==> src/rtl/pc_seq_pkg.sv <==
// Shared definitions for the fetch sequencer: branch-kind encoding and
// instruction-size helper.
package pc_seq_pkg;

   typedef enum logic [2:0] {
      BR_NONE  = 3'd0,
      BR_B     = 3'd1,
      BR_BL    = 3'd2,
      BR_CBZ   = 3'd3,
      BR_CBNZ  = 3'd4,
      BR_BCOND = 3'd5,
      BR_BR    = 3'd6,
      BR_RET   = 3'd7
   } br_type_e;

   // Instruction size in bytes for a given log2 size.
   function automatic int unsigned instr_bytes(input int unsigned shift);
      return 32'd1 << shift;
   endfunction

endpackage

==> src/rtl/ras_stack.sv <==
// Return-address stack: circular write pointer plus saturating count.
// A push into a full stack silently overwrites the oldest entry.
module ras_stack #(
   parameter int PC_W      = 64,
   parameter int RAS_DEPTH = 4
) (
   input  logic            CLK,
   input  logic            resetl,
   input  logic            push,
   input  logic            pop,
   input  logic [PC_W-1:0] push_data,
   output logic [PC_W-1:0] top,
   output logic            empty,
   output logic            full
);

   localparam int PTR_W = $clog2(RAS_DEPTH);
   localparam logic [PTR_W-1:0] P_ONE   = PTR_W'(1);
   localparam logic [PTR_W:0]   C_ONE   = (PTR_W+1)'(1);
   localparam logic [PTR_W:0]   DEPTH_C = (PTR_W+1)'(RAS_DEPTH);

   logic [PC_W-1:0]  mem_q [RAS_DEPTH];
   logic [PTR_W-1:0] ptr_q, ptr_d;   // next slot to write
   logic [PTR_W:0]   cnt_q, cnt_d;   // live entries, saturates at depth

   assign top   = mem_q[ptr_q - P_ONE];
   assign empty = (cnt_q == '0);
   assign full  = (cnt_q == DEPTH_C);

   // Pointer/count update; a pop on an empty stack is ignored.
   always_comb begin
      ptr_d = ptr_q;
      cnt_d = cnt_q;
      if (push) begin
         ptr_d = ptr_q + P_ONE;
         if (cnt_q != DEPTH_C) cnt_d = cnt_q + C_ONE;
      end else if (pop && (cnt_q != '0)) begin
         ptr_d = ptr_q - P_ONE;
         cnt_d = cnt_q - C_ONE;
      end
   end

   // Pointer and count registers.
   always_ff @(posedge CLK or negedge resetl) begin
      if (!resetl) begin
         ptr_q <= '0;
         cnt_q <= '0;
      end else begin
         ptr_q <= ptr_d;
         cnt_q <= cnt_d;
      end
   end

   // Entry storage; contents are only meaningful while counted live.
   always_ff @(posedge CLK) begin
      if (push) mem_q[ptr_q] <= push_data;
   end

endmodule

==> src/rtl/pc_sequencer.sv <==
// Registered fetch sequencer: holds the PC, issues fetch requests over
// valid/ready, resolves execute-stage branches and tracks returns in a RAS.
module pc_sequencer
   import pc_seq_pkg::*;
#(
   parameter int                PC_W        = 64,
   parameter int                INSTR_SHIFT = 2,
   parameter logic [PC_W-1:0]   RESET_PC    = '0,
   parameter int                RAS_DEPTH   = 4
) (
   input  logic            CLK,
   input  logic            resetl,
   input  logic            stall,
   output logic            fetch_valid,
   input  logic            fetch_ready,
   output logic [PC_W-1:0] currentpc,
   input  logic            br_valid,
   input  logic [2:0]      br_type,
   input  logic [PC_W-1:0] br_pc,
   input  logic [PC_W-1:0] br_imm,
   input  logic            br_zero,
   input  logic            br_cond,
   input  logic [PC_W-1:0] br_reg,
   output logic [PC_W-1:0] link_addr,
   output logic            flush,
   output logic            misalign,
   output logic            ras_empty,
   output logic            ras_full
);

   localparam logic [PC_W-1:0] STEP     = PC_W'(instr_bytes(INSTR_SHIFT));
   localparam logic [PC_W-1:0] LOW_MASK = STEP - PC_W'(1);

   logic [PC_W-1:0] pc_q, pc_d;
   logic            fetch_valid_q, fetch_valid_d;
   logic            init_q, init_d;        // set after the first edge out of reset
   logic            flush_q, flush_d;
   logic            misalign_q, misalign_d;

   logic            taken;
   logic            from_reg;              // target came from br_reg
   logic [PC_W-1:0] tgt;
   logic            ras_push, ras_pop;
   logic [PC_W-1:0] ras_top;

   assign link_addr   = br_pc + STEP;
   assign currentpc   = pc_q;
   assign fetch_valid = fetch_valid_q;
   assign flush       = flush_q;
   assign misalign    = misalign_q;

   ras_stack #(
      .PC_W      (PC_W),
      .RAS_DEPTH (RAS_DEPTH)
   ) u_ras (
      .CLK       (CLK),
      .resetl    (resetl),
      .push      (ras_push),
      .pop       (ras_pop),
      .push_data (link_addr),
      .top       (ras_top),
      .empty     (ras_empty),
      .full      (ras_full)
   );

   // Branch resolution: taken decision, target select and RAS control.
   always_comb begin
      taken    = 1'b0;
      from_reg = 1'b0;
      ras_push = 1'b0;
      ras_pop  = 1'b0;
      tgt      = br_pc + (br_imm << INSTR_SHIFT);
      if (br_valid) begin
         case (br_type_e'(br_type))
            BR_B:     taken = 1'b1;
            BR_BL: begin
               taken    = 1'b1;
               ras_push = 1'b1;
            end
            BR_CBZ:   taken = br_zero;
            BR_CBNZ:  taken = !br_zero;
            BR_BCOND: taken = br_cond;
            BR_BR: begin
               taken    = 1'b1;
               from_reg = 1'b1;
               tgt      = br_reg;
            end
            BR_RET: begin
               taken = 1'b1;
               if (!ras_empty) begin
                  ras_pop = 1'b1;
                  tgt     = ras_top;
               end else begin
                  from_reg = 1'b1;
                  tgt      = br_reg;
               end
            end
            default:  taken = 1'b0;
         endcase
      end
   end

   // Next PC: taken branch beats stall, stall beats sequential advance.
   always_comb begin
      pc_d          = pc_q;
      flush_d       = 1'b0;
      misalign_d    = 1'b0;
      init_d        = 1'b1;
      fetch_valid_d = init_q ? !stall : 1'b1;
      if (taken) begin
         pc_d       = tgt & ~LOW_MASK;
         flush_d    = 1'b1;
         misalign_d = from_reg && ((tgt & LOW_MASK) != '0);
      end else if (fetch_valid_q && fetch_ready && !stall) begin
         pc_d = pc_q + STEP;
      end
   end

   // Sequencer state; reset drops any redirect in flight.
   always_ff @(posedge CLK or negedge resetl) begin
      if (!resetl) begin
         pc_q          <= RESET_PC;
         fetch_valid_q <= 1'b0;
         init_q        <= 1'b0;
         flush_q       <= 1'b0;
         misalign_q    <= 1'b0;
      end else begin
         pc_q          <= pc_d;
         fetch_valid_q <= fetch_valid_d;
         init_q        <= init_d;
         flush_q       <= flush_d;
         misalign_q    <= misalign_d;
      end
   end

endmodule

==> config.mk <==
export PLATFORM = sky130hd
export DESIGN_NAME = pc_sequencer
export DESIGN_NICKNAME = d
export VERILOG_FILES = /design/src/rtl/pc_seq_pkg.sv /design/src/rtl/ras_stack.sv /design/src/rtl/pc_sequencer.sv
export SDC_FILE = /design/constraint.sdc
export NUM_CORES = 1
export LEC_CHECK = 0
export CAP_MARGIN = 15
export CORE_AREA = 8 8 225 227
export CTS_BUF_LIST = sky130_fd_sc_hd__clkbuf_4
export DETAILED_ROUTE_END_ITERATION = 10
export DIE_AREA = 0 0 233 235
export GPL_TIMING_DRIVEN = 1
export MAX_ROUTING_LAYER = met4
export SLEW_MARGIN = 10
export SYNTH_ARGS = -nofsm -noshare
export SYNTH_HDL_FRONTEND = slang
export SYNTH_SLANG_ARGS = --single-unit
==> constraint.sdc <==
create_clock -name CLK -period 4.3 [get_ports CLK]
set_input_delay 0.86 -clock CLK [delete_from_list [all_inputs] [get_ports CLK]]
set_output_delay 0.86 -clock CLK [all_outputs]
set_load 0.005 [all_outputs]
# Yosys cells after proc, flatten, opt, wreduce, memory -nomap -nowiden
# Memory sizes are Yosys's and may differ from the RTL's.
# Index checks and enable logic that the tools add are counted.
# totals
reg_bits	73
ram_bits	256
out_inout_bits	133
elab_cells	63
mem_count	1
# mem_list
memory	depth	word_bits	read_ports	rd_ports_with_merged_regs	wr	line	text
u_ras.mem_q	4	64	1	0	1	ras_stack.sv:22	logic [PC_W-1:0] mem_q [RAS_DEPTH];
# op_classes
add_sub_neg	7
eq_ne	10
mux	25
n_reduce_logical	13
# ops
cell	n
$mux W64	4
$add A64 B3 Y64 const B	2
$pmux W64 S2	1
$add A64 B64 Y64	1
$reduce_bool A64 Y1	1
$eq A3 B3 Y1 const B	5
$mux W1	13
$mux W3	3
$eq A3 B2 Y1 const B	2
$logic_and A1 B1 Y1	4
$mux W2	2
$pmux W1 S4	1
$reduce_bool A2 Y1	2
$reduce_or A4 Y1	1
$add A3 B1 Y3 const B	1
$eq A3 B1 Y1 const B	1
$logic_not A3 Y1	1
$ne A3 B3 Y1 const B	1
$reduce_bool A3 Y1	1
$sub A3 B1 Y3 const B	1
$add A2 B1 Y2 const B	1
$logic_not A1 Y1	2
$ne A2 B1 Y1 const B	1
$pmux W1 S2	1
other kinds (2)	2

# Depth between registers and ports, before layout
# Gate-level depths: netlist (run 1).
# An unclocked memory read counts as a cell.
# logic_depth
ltp_word	8
depth_mapped	12
depth_no_buf	12

# By module
# Synthesis (run 1) repeated with hierarchy kept, for this count alone.
# hier_totals
hier_cells	1713
area_unflattened_um2	19073.3
# by_module_without_submodules
mod	n_inst	cells_per_inst	area_each_um2	seq_area_each_um2
ras_stack	1	376	9628.0	7812.5
pc_sequencer	1	1337	9445.3	1651.6

# Least setup slack after synthesis (run 1)
# OpenSTA, ideal clock, no wires.
# synth_path
kind	input-to-output
start	in br_pc[10]
end	out link_addr[51]
arrival_time_ns	2.913
setup_slack_ns	0.527
cell_stages	12
cell_sequence	nand4_1 nor2_1 and4_1 and3_1 buf_2 nand2_1 nor3_2 and2_1 nor2b_1 buf_2 nor3b_1 xor2_1
# synth_via
elab_chain_cells	1
# synth_lines
element	line	text
start, declared	pc_sequencer.sv:19	input logic [PC_W-1:0] br_pc,
$add A64 B3 Y64	pc_sequencer.sv:46	assign link_addr = br_pc + STEP;
end, declared	pc_sequencer.sv:24	output logic [PC_W-1:0] link_addr,
# No other way between the ends.

# Worst setup path after layout (run 1)
# layout_path
start	in br_pc[23]
end	out link_addr[49]
# The elaborated chain is that of the path after synthesis.

==> metrics, run 1 <==
status=finished, final reports clean; Avg Inst Size Synth=11.5 µm²; DIE HEIGHT=235 µm; overall fraction of global-route tracks in use=26.7%; GR Overflow Total=0; Slew HR=37.3%; chip width=233 µm; Setup-failing EPs final=0; Routability Congestion=0.965; final WL=72600 µm; Post-DP Area=24500 µm²; detailed-route wire length per cell=24.8 µm; Max Fanout on Critical Path=4; vias in the first global route=16380; Worst Tran Pin Value=0.940 ns; critical path required time=3.44 ns; Net count, final=2517; number of synthesized flops with an enable pin=248; CP Class=in2out; crit path cell chain=clkdlybuf4s50_1 -> and4_1 -> and3_4 -> and3_4 -> buf_6 -> nand2_2 -> nor3_4 -> and2_4 -> nor2b_4 -> buf_6 -> nand4_1 -> xnor2_2 -> buf_2; pwr dens=410 nW/µm²; Filler Cell Count=4139; Synth top area share=40.0%; max_cap viols=0; CP bufs+invs=4; clock skew=0.0502 ns; Hold Slack=0.174 ns; Synth Register Bits=319; Syn Inst Count=1617; Final Hold Fails=0; Worst-Skew Late Latency=0.84 ns; CTS Root Cell=clkbuf_4; Synth cell types=89; Synth top cells by count=edfxtp_1 (248), nand2_1 (136), a21oi_1 (124); area grow syn2layout=39.6%; Slowest Stage Delay on Critical Path=0.47 ns; Core ar.=47100 µm²; clock slew at reported path FFs=0.06 ns; row cnt=80; fraction of layout cells with a size suffix above 1=26.1%; CTS Hold Bufs=0; top post-synthesis cells by area=edfxtp_1 (40%), dfrtp_1 (9.6%), mux4_2 (7.5%); worst hold path type=in2async; crit path time final=4.21 ns; CTS tree=built; via count=16357; DRC Markers=0; WP data arrival=3.35 ns; P_leak=0.0100 µW; Crit path max-delay family=simple AND/OR/NAND/NOR gates; leading register cell type out of synthesis=edfxtp_1; VDD IR-drop max=0.402 mV; initial antenna violation count=9; Final Cycle Share=97.9%; YS warnings=0; Synth Cell Area=18600 µm²; dpl cells=2747; H-tree depth=3; Clock Tree Buf Depth=3; Initial Util=39.5%; drt initial violations=1427; Num CTS Buffers=86; Fmax achieved=238 MHz; DRT antenna net count=0; DR vias/cell=5.58; Pre-antenna DRT Iters=6; CTS sink count=319; first-pass GRT wire length=106000 µm; Async SR Flop Fraction=22.3%; Synth area leader=edfxtp_1; Slowest cell on crit path=clkdlybuf4s50_1; largest net degree at the start of global routing=72; fin. max-slew vios=0; startpoint type of the worst setup path=primary input; Final Cell Area=26000 µm²; RSZ-0062 raised after global routing=true; Seq/Total Area, Yosys=49.6%; CP Capture Type=primary output; hpwl dp=56300 µm; final non-filler cell total=2932; io pins=335; Buffers on Ports=326; cell with the most instances after synthesis=edfxtp_1; die area=54800 µm²
[kinds of logic (layout without fill, tap and decap cells)]
kind of cell	after synthesis	after routing	synth area share, %
flip-flops	319	319	49.6
other	2	12	0.0404
AO/OA/AOI/OAI	397	397	14.3
AND/OR/NAND/NOR	465	465	12.5
XOR/XNOR	174	174	8.19
buffers and inverters	122	812	2.73
adder cells (fa/ha/maj)	69	69	4.72
multiplexers	69	69	7.90
[final timing paths]
path | cells after the start | start | slack (ns) | end
min reg2reg | 1 | init_q | 0.42 | fetch_valid
max | 13 | br_pc[23] | 0.09 | link_addr[49]
min | 1 | resetl | 0.17 | currentpc[63]
max reg2reg | 8 | u_ras.ptr_q[1] | 1.25 | currentpc[10]
max in group asynchronous | 1 | resetl | 3.41 | u_ras.ptr_q[0]
min in group CLK | 1 | init_q | 0.42 | fetch_valid
[area by class of cell]
| cell class | instances | area (µm²) | share of cell area (%) |
|---|---|---|---|
| tap | 615 | 769 | 2.96 |
| multi-input combinational | 1177 | 9130 | 35.2 |
| inverter | 32 | 125 | 0.482 |
| clock inverter | 31 | 169 | 0.651 |
| antenna | 9 | 22.5 | 0.0867 |
| sequential | 319 | 9230 | 35.5 |
| clock buffer | 119 | 893 | 3.44 |
| timing repair buffer | 630 | 5620 | 21.7 |
[power by group]
part | total [µW] | internal, µW | switching, µW
combinational | 4200 | 2020 | 2180
clock | 2630 | 1350 | 1280
sequential | 3810 | 3570 | 238
[state kept, by name (all words and copies together), names as in the netlist]
name         count
u_ras.ptr_q      2
init_q           1
misalign         1
fetch_valid      1
currentpc       62
u_ras.mem_q    248
flush            1
u_ras.cnt_q      3
[cell usage in the layout, fill, tap and decap left out, drive strengths merged, types with 26 or more instances in the layout]
| cell | netlist | routed |
|---|---|---|
| xor2 | 68 | 68 |
| ha | 67 | 67 |
| o21ai | 72 | 72 |
| clkbuf | 65 | 120 |
| edfxtp | 248 | 248 |
| nor2 | 100 | 100 |
| buf | 25 | 320 |
| clkinv | 0 | 26 |
| mux4 | 62 | 62 |
| nand3 | 76 | 76 |
| xnor2 | 106 | 106 |
| a221oi | 26 | 26 |
| nand2 | 136 | 136 |
| a21oi | 128 | 128 |
| clkdlybuf4s50 | 0 | 290 |
| inv | 32 | 35 |
| nor3 | 26 | 26 |
| a21o | 33 | 33 |
| and3 | 33 | 33 |
| nand4 | 32 | 32 |
| dfrtp | 71 | 71 |
[per-stage QoR]
| stage | setup slack, ns | power (µW) | TNS [ns] | util (%) |
|---|---|---|---|---|
| floorplan | 0.527 | 5960 | 0 | - |
| global placement | -0.595 | 8000 | -13.35 | 52.0 |
| detailed placement | -0.689 | 8040 | -15.19 | 52.0 |
| CTS | -0.0305 | 10700 | -0.0740 | 54.8 |
| global route | -0.0110 | 11200 | -0.0228 | 55.1 |
| finish | 0.0907 | 10600 | 0 | 55.1 |
[repair_timing]
item                                   in CTS  in global routing
setup buffers                              19                  8
pin swaps                                  27                 20
endpoints found under the hold margin       0                  0
cloned                                      0                  0
setup endpoints to repair                  36                 34
resized for setup                         104                 31
[per-layer routing]
metal  wire, µm  track usage [%]  up-vias
li1           -                -     7526
met1      32000             37.1     8034
met2      33100             39.8      707
met3       5980             5.34       90
met4       1510             6.98        0
met5          0                -        -
Note: power is estimated with default switching activity, not from simulation.
==> inputs of run 2 (changes only) <==
--- a/config.mk
+++ b/config.mk
@@ -5,11 +5,12 @@
 export SDC_FILE = /design/constraint.sdc
 export NUM_CORES = 1
 export LEC_CHECK = 0
+export ABC_AREA = 1
 export CAP_MARGIN = 15
-export CORE_AREA = 8 8 225 227
+export CORE_AREA = 8 8 249 251
 export CTS_BUF_LIST = sky130_fd_sc_hd__clkbuf_4
 export DETAILED_ROUTE_END_ITERATION = 10
-export DIE_AREA = 0 0 233 235
+export DIE_AREA = 0 0 257 259
 export GPL_TIMING_DRIVEN = 1
 export MAX_ROUTING_LAYER = met4
 export SLEW_MARGIN = 10
==> metrics, run 2 <==
via count=24150 (+48%); P_leak=0.0132 µW (+32%); GR Overflow Total=0 (unchanged); largest net degree at the start of global routing=130 (+81%); most frequent cells in the layout=nand2_1 (854), inv_1 (396), nor2_1 (378); CP Class=in2out; Seq/Total Area, Yosys=41.4% (-8.2 points); largest family of logic cells by synthesized area=simple AND/OR/NAND/NOR gates; Avg Inst Size Synth=7.33 µm² (-36%); fraction of layout cells with a size suffix above 1=12.5% (-14 points); row cnt=89 (+11%); critical path required time=3.44 ns (about the same); Core ar.=58200 µm² (+24%); final worst slack=0.0565 ns (-0.0342 ns); Pre-antenna DRT Iters=7 (+1); Routability Congestion=1.03 (+6.8%); clock skew=0.0428 ns (-0.00739 ns); Synth Cell Area=22900 µm² (+23%); max_cap viols=0 (unchanged); H-tree depth=3 (unchanged); Setup TNS=0 ns (unchanged); Synth top area share=33.6% (-6.4 points); Compound-Gate Fraction of Synth Area=11.7% (-2.7 points); vias in the first global route=22491 (+37%); status=finished, final reports clean; cell with the most instances after synthesis=nand2_1; Setup-failing EPs final=0 (unchanged); startpoint type of the worst setup path=primary input; hpwl dp=82100 µm (+46%); CTS tree=built; Clock Tree Buf Depth=3 (unchanged); CP Capture Type=primary output; multi-input logic area=11800 µm² (+29%); DRT antenna net count=0 (unchanged); DIE HEIGHT=259 µm (+10%); final WL=105000 µm (+45%); DRC Markers=0 (unchanged); Slew HR=29.8% (-7.5 points); Max Fanout on Critical Path=5 (+1); fin. max-slew vios=0 (unchanged); Fmax achieved=236 MHz (-0.80%); detailed-route wire length per cell=23.3 µm (-6.0%); Total Power=11900 µW (+12%); CTS sink count=327 (+2.5%); worst hold path type=in2async; io pins=335 (unchanged); Async SR Flop Fraction=21.7% (-0.54 points); pwr dens=397 nW/µm² (-3.1%); commonest non-fill, non-tap cell in the layout=nand2_1; Final Cycle Share=98.7% (+0.79 points); Initial Util=39.3% (-0.19 points); RSZ-0062 raised after global routing=true; overall fraction of global-route tracks in use=31.5% (+4.8 points); DR vias/cell=5.34 (-4.2%); number of synthesized flops with an enable pin=256 (+3.2%); post-synthesis simple-gate area fraction=30.1% (+18 points); first-pass GRT wire length=152000 µm (+43%); XOR/XNOR Fraction of Synth Area=4.44% (-3.8 points); chip width=257 µm (+10%); crit path time final=4.24 ns (+0.0342 ns); area grow syn2layout=31.2%; register area=9470 µm² (+2.6%); leading register cell type out of synthesis=edfxtp_1; fraction of synthesized area in multiplexers=0.137% (-7.8 points); CTS Root Cell=clkbuf_4; top post-synthesis cells by area=edfxtp_1 (34%), nand2_1 (14%), dfrtp_1 (7.8%); Synth area leader=edfxtp_1; WP data arrival=3.38 ns (+0.03 ns); max FFs per register=256 (+3.2%); Syn Inst Count=3121 (+93%); clock slew at reported path FFs=0.06 ns (about the same); Worst-Skew Late Latency=0.87 ns (+0.03 ns); Num CTS Buffers=88 (+2.3%); Synth Register Bits=327 (+2.5%); Synth top cells by count=nand2_1 (861), inv_1 (398), nor2_1 (391); die area=66600 µm² (+22%); Net count, final=3948 (+57%); initial antenna violation count=5 (-4); VDD IR-drop max=0.921 mV (+130%); register name with the most flops=u_ras.mem_q; Place WS=-0.394 ns (+0.294 ns); drt initial violations=2643 (+85%); Synth cell types=58 (-35%); YS warnings=0 (unchanged); Filler Cell Count=5808 (+40%); Final Hold Fails=0 (unchanged); Buffers on Ports=330 (+1.2%); Worst Tran Pin Value=1.05 ns (+0.112 ns); Post-Synth Adder-Cell Area=3.84% (-0.88 points)
[run 2: where the power goes]
group	switching (µW)	internal, µW
registers	311	3650
clock network	1420	1320
logic	3460	1750
total	5190	6720
[run 2: cells by family after synthesis]
family          after synthesis
simple gates               1626
other cells                   2
flops                       327
buf+inv                     497
xor+xnor                    116
compound gates              481
mux                           3
fa+ha+maj                    69
[run 2: layer usage]
metal / wire [µm] / up-vias / GRT usage, %
met5: 0 / - / -
li1: - / 11491 / -
met4: 4440 / 0 / 12.5
met3: 10100 / 169 / 6.30
met1: 45700 / 11249 / 42.6
met2: 45000 / 1241 / 46.0
[run 2: path summary, 6_finish.rpt]
check / from / endpoint / slack, ns / depth (start not counted)
max: br_pc[30] / link_addr[45] / 0.06 / 12
min: resetl / u_ras.ptr_q[1] / 0.16 / 1
max reg2reg: u_ras.ptr_q[0] / currentpc[30] / 1.21 / 10
min reg2reg: init_q / fetch_valid / 0.40 / 1
max in group asynchronous: resetl / u_ras.ptr_q[0] / 3.40 / 1
min in group CLK: init_q / fetch_valid / 0.40 / 1
[run 2: critical path, cell delays in order]
cell             delay (ns)
clkdlybuf4s50_1        0.45
buf_4                  0.16
nand2_1                0.13
nor3_2                 0.12
inv_1                  0.12
nor2_2                 0.16
nand3b_1               0.22
nor2_2                 0.21
buf_4                  0.15
xor2_2                 0.14
buf_4                  0.15
clkdlybuf4s50_1        0.50
[run 2: what timing repair did]
| item | in CTS | in global routing |
|---|---|---|
| endpoints found under the setup margin | 38 | 31 |
| hold buffers | 0 | 0 |
| cloned | 0 | 0 |
| gates resized for setup | 26 | 56 |
| endpoints found under the hold margin | 0 | 0 |
| pin swaps | 7 | 14 |
| buffers inserted | 3 | 7 |
[run 2: area by class of cell]
class	count	share of cell area, %
diodes	7	0.0584
inverters	410	5.13
clock inverters	33	0.588
repair buffers	552	17.1
flip-flops and latches	327	31.5
clock buffers	121	3.03
well taps	773	3.22
multi-input cells	2298	39.3
[run 2: per-stage QoR]
stage	area, µm²	utilization [%]	instances	hold WS (ns)
finish	30000	51.5	4521	0.162
global route	30000	51.5	4519	0.234
CTS	29700	51.1	4507	0.163
detailed placement	28500	49.0	4350	0.398
global placement	28500	49.0	4350	0.386
floorplan	22900	-	3122	0.385
